**src/rtl/fetch_unit.sv**
```systemverilog
// fetch_unit: instruction-fetch front end with a registered-address imem port,
// a DEPTH-entry prefetch queue, branch-redirect flush and misaligned-target halt.
module fetch_unit #(
  parameter int XLEN = 32,
  parameter int DEPTH = 4,
  parameter int ADDR_WIDTH = 8,
  parameter logic [XLEN-1:0] RESET_PC = '0
) (
  input  logic                  clock,
  input  logic                  reset,
  output logic [ADDR_WIDTH-1:0] imem_address,
  output logic                  imem_read,
  input  logic [XLEN-1:0]       imem_data,
  input  logic                  redirect_valid,
  input  logic [XLEN-1:0]       redirect_pc,
  output logic                  out_valid,
  input  logic                  out_ready,
  output logic [XLEN-1:0]       out_instruction,
  output logic [XLEN-1:0]       out_pc,
  output logic                  out_misaligned
);
  localparam int PW = $clog2(DEPTH);
  typedef enum logic {RUN, HALT} state_t;
  state_t state, state_next;
  logic [XLEN-1:0] fetch_pc, next_pc, inf_pc;
  logic [PW-1:0] head, tail;
  logic [PW:0] count;
  logic [PW+1:0] occ;
  logic inf_valid, inf_mis, pop, push, issue, mis;
  logic [XLEN-1:0] q_instr [DEPTH];
  logic [XLEN-1:0] q_pc [DEPTH];
  logic [DEPTH-1:0] q_mis;
  // A redirect flushes first, so its issue credit sees an empty queue and no in-flight word.
  always_comb begin
    next_pc = redirect_valid ? redirect_pc : fetch_pc;
    out_valid = count != '0;
    pop = out_valid & out_ready & ~redirect_valid;
    push = inf_valid & ~redirect_valid;
    occ = redirect_valid ? '0 : {1'b0, count} + (PW+2)'(inf_valid) - (PW+2)'(pop);
    issue = (state == RUN || redirect_valid) && occ < (PW+2)'(DEPTH);
    mis = next_pc[1:0] != 2'b00;
    state_next = issue && mis ? HALT : redirect_valid ? RUN : state;
    imem_read = issue;
    imem_address = next_pc[ADDR_WIDTH+1:2];
    out_instruction = out_valid ? q_instr[head] : '0;
    out_pc = out_valid ? q_pc[head] : '0;
    out_misaligned = out_valid ? q_mis[head] : 1'b0;
  end
  always_ff @(posedge clock or posedge reset)
    if (reset) state <= RUN;
    else state <= state_next;
  always_ff @(posedge clock or posedge reset)
    if (reset) begin
      fetch_pc <= RESET_PC;
      head <= '0;
      tail <= '0;
      count <= '0;
      inf_valid <= 1'b0;
      inf_pc <= '0;
      inf_mis <= 1'b0;
    end else begin
      fetch_pc <= issue ? next_pc + XLEN'(4) : next_pc;
      inf_valid <= issue;
      if (issue) begin
        inf_pc <= next_pc;
        inf_mis <= mis;
      end
      if (redirect_valid) begin
        head <= '0;
        tail <= '0;
        count <= '0;
      end else begin
        if (push) tail <= tail + PW'(1);
        if (pop) head <= head + PW'(1);
        count <= count + (PW+1)'(push) - (PW+1)'(pop);
      end
    end
  always_ff @(posedge clock)
    if (push) begin
      q_instr[tail] <= imem_data;
      q_pc[tail] <= inf_pc;
      q_mis[tail] <= inf_mis;
    end
endmodule

```
**config.mk**
```make
export PLATFORM = sky130hd
export DESIGN_NAME = fetch_unit
export DESIGN_NICKNAME = d
export VERILOG_FILES = /design/src/rtl/fetch_unit.sv
export SDC_FILE = /design/constraint.sdc
export NUM_CORES = 1
export LEC_CHECK = 0
export ABC_AREA = 1
export CAP_MARGIN = 20
export CORE_AREA = 2 2 193 195
export DETAILED_ROUTE_END_ITERATION = 10
export DIE_AREA = 0 0 195 197
export GPL_ROUTABILITY_DRIVEN = 0
export GPL_TIMING_DRIVEN = 0
export PLACE_DENSITY = 0.69
export REMOVE_ABC_BUFFERS = 1
export SKIP_CTS_REPAIR_TIMING = 1
export SYNTH_ARGS = -nofsm -noshare
export SYNTH_HDL_FRONTEND = slang
export SYNTH_SLANG_ARGS = --single-unit
```
**constraint.sdc**
```tcl
create_clock -name clock -period 5.75 [get_ports clock]
set_clock_uncertainty 0.2 [all_clocks]
set_input_delay 1.725 -clock clock [delete_from_list [all_inputs] [get_ports clock]]
set_output_delay 1.725 -clock clock [all_outputs]
set_load 0.005 [all_outputs]
```
==> impl_metrics.csv <==
group,metric,value,unit
status,status,"finished, final reports clean",
cells_and_area,final_cells,2015,
route,vias_per_cell,4.99,
cells_and_area,fillers,3211,
cts,clk_pin_slew_worst_paths,0.06,ns
floorplan,start_util,39.7,%
critical_path,cp-start-kind,"input pin",
global_route,grtUsageTotal,17.6,%
cells_and_area,fin_nets,1601,
cts,cts-htree-levels,2,
synthesis,yosysWarnings,0,
floorplan,ios,143,
power,peakVddDrop,0.207,mV
synthesis,avgSynthCellArea,10.4,sq um
cells_and_area,antenna_cells,0,
job,cap_violations,0,
route,dr.first_iter.drc_count,749,
timing,slew_violations,0,
global_route,globalRouteOverflowTotal,0,
placement,place_inst,1942,
floorplan,core_area,36300,sq um
power,p_leak,6.83,nW
floorplan,die_h,197,microns
timing,period_needed,5.51,ns
placement,place_ws,-0.584,ns
synthesis,synthCells,1388,
timing,max_freq,181,MHz
placement,placed_cell_area,16500,sq um
cts,cts.path.max_buffers,3,
critical_path,worstSetupEndpointType,"output port",
floorplan,dieWidth,195,microns
route,dr.pass1.iters,5,
power,power,8.57,mW
critical_path,cp.required,3.83,ns
timing,maxSlewHeadroom,35.7,%
timing,setup_violations,0,
critical_path,worstPathArrival,3.59,ns
synthesis,synth_cell_type_count,31,
synthesis,syn_area,14400,sq um
global_route,antenna_found_initial,0,
cells_and_area,syn_to_final_growth,24.5,%
timing,fin_crit_sh,95.9,%
route,vias,10057,
timing,worst_slack,0.237,ns
global_route,grt_pass1_vias,9657,
cts,cts_num_sinks,334,
global_route,grt_max_degree,76,
global_route,grt_pass1_wl,52.7,mm
floorplan,die-area,38400,sq um
power,pwr_density_cell,479,nW/um^2
synthesis,ys_ff_latch,334,
critical_path,crit_type,"in -> out",
route,drc,0,
placement,dp_hpwl,21.5,mm
synthesis,ys_top_cells_by_area,"edfxtp_1 (54%), dfrtp_1 (13%), nor2_1 (8.1%)",
timing,hold_violations,0,
route,wirelength,34.2,mm
synthesis,ys_seq_area_share,67.2,%
placement,io_buffers,142,
timing,worstMarginPinSlew,0.964,ns
cts,root_buffer,"clkbuf_16",
cts,cts_tree,"done",
worst_hold_path,min_path_type,"reg -> reg",
cts,cts_made_buffers,36,
cells_and_area,design_area,17900,sq um
floorplan,rows,70,
timing,rsz0062_at_grt,"no",
cts,clock_latency,0.51,ns
synthesis,synth_top_cell_area_share,54.3,%
route,routedWlPerCell,17.0,microns
cells_and_area,drive_above_1_share,10.2,%
synthesis,synth_largest_area_cell,"edfxtp_1",
critical_path,crit_path_max_fanout,47,
route,drtAntennaViolNets,0,
## final timing paths
path                                 from            to  slack, ns  cells past startpoint
max                        redirect_valid     imem_read       0.24                     13
max in group asynchronous           reset  fetch_pc[25]       3.39                      3
max reg2reg                      count[0]     inf_pc[7]       1.88                     17
min reg2reg                    inf_pc[12]   q_pc[1][12]       0.32                      0
min in group asynchronous           reset     inf_pc[3]       1.38                      2
min                            inf_pc[12]   q_pc[1][12]       0.32                      0
## placed cells by master, fill, tap and decap left out, types with 4 or more instances in the layout
master / count
nor2_1: 305
nand2_1: 262
edfxtp_1: 260
o21ai_0: 163
clkdlybuf4s50_1: 139
dfrtp_1: 72
a21oi_1: 71
inv_1: 61
clkbuf_16: 40
nand2_2: 28
nand3_1: 17
nor2_2: 13
xor2_1: 10
buf_16: 10
buf_4: 8
ha_1: 7
nor2_4: 6
nand4_1: 6
clkinv_2: 6
bufinv_16: 6
buf_6: 6
buf_12: 5
inv_4: 4
o21ai_1: 4
nand2_4: 4
## power by group
group          internal (mW)  switching, mW  total, mW
clock                   1.48          0.906       2.39
combinational           1.17           1.48       2.65
sequential              3.23          0.298       3.53
## sequential cells by signal (all words and copies together) (netlist names)
| name | cells |
|---|---|
| q_instr | 128 |
| q_pc | 128 |
| fetch_pc | 32 |
| inf_pc | 32 |
| q_mis | 4 |
| count | 3 |
| head | 2 |
| tail | 2 |
| inf_mis | 1 |
| inf_valid | 1 |
| state | 1 |
## stage by stage
stage	utilization [%]	hold WS (ns)	TNS (ns)
2_1_floorplan	-	0.253	-86.91
3_3_place_gp	44.1	0.271	-2068.87
3_5_place_dp	45.5	0.298	-0.717
4_1_cts	48.9	0.313	-0.721
5_1_grt	49.4	0.330	0
6_report	49.4	0.317	0
## synth_stat cells, drive strengths merged
master and instances:
nor2 324, nand2 294, edfxtp 260, o21ai 168
dfrtp 74, a21oi 71, inv 67, buf 44
clkbuf 34, nand3 17, xor2 10, ha 9
nand4 6, nor3 4, a31oi 3, fa 1
or2 1, xnor2 1
## final cells by class
class	instances	area [sq um]	share of cell area [%]
clock buffers	43	978	5.47
clock inverters	19	253	1.41
inverters	67	262	1.46
multi-input cells	909	4140	23.1
flip-flops and latches	334	9670	54.0
well taps	468	586	3.27
repair buffers	175	2010	11.2
## routing by layer
layer | GRT usage (%) | vias to the layer above | part of all wire [%]
li1 | - | 4889 | -
met1 | 22.6 | 4825 | 43
met2 | 30.7 | 281 | 50
met3 | 2.62 | 62 | 5.3
met4 | 5.60 | 0 | 2.6
met5 | 0 | - | 0
## critical path: stages
cell	delay (ns)
clkbuf_4	0.36
nor2_2	0.19
ha_2	0.17
inv_1	0.06
ha_4	0.25
nand3_1	0.07
nand2_1	0.08
inv_1	0.05
o21ai_1	0.08
nand3_1	0.14
nand2_4	0.12
buf_12	0.13
clkbuf_2	0.11
## cell families (layout without fill, tap and decap cells)
logic type / Yosys count / after routing / synth area share, %
AO/OA/AOI/OAI: 242 / 242 / 8.48
XOR/XNOR: 11 / 11 / 0.670
adder cells (fa/ha/maj): 10 / 10 / 0.922
buffers and inverters: 145 / 304 / 4.45
flip-flops: 334 / 334 / 67.2
AND/OR/NAND/NOR: 646 / 646 / 18.3
(Power assumes the default switching activity.)
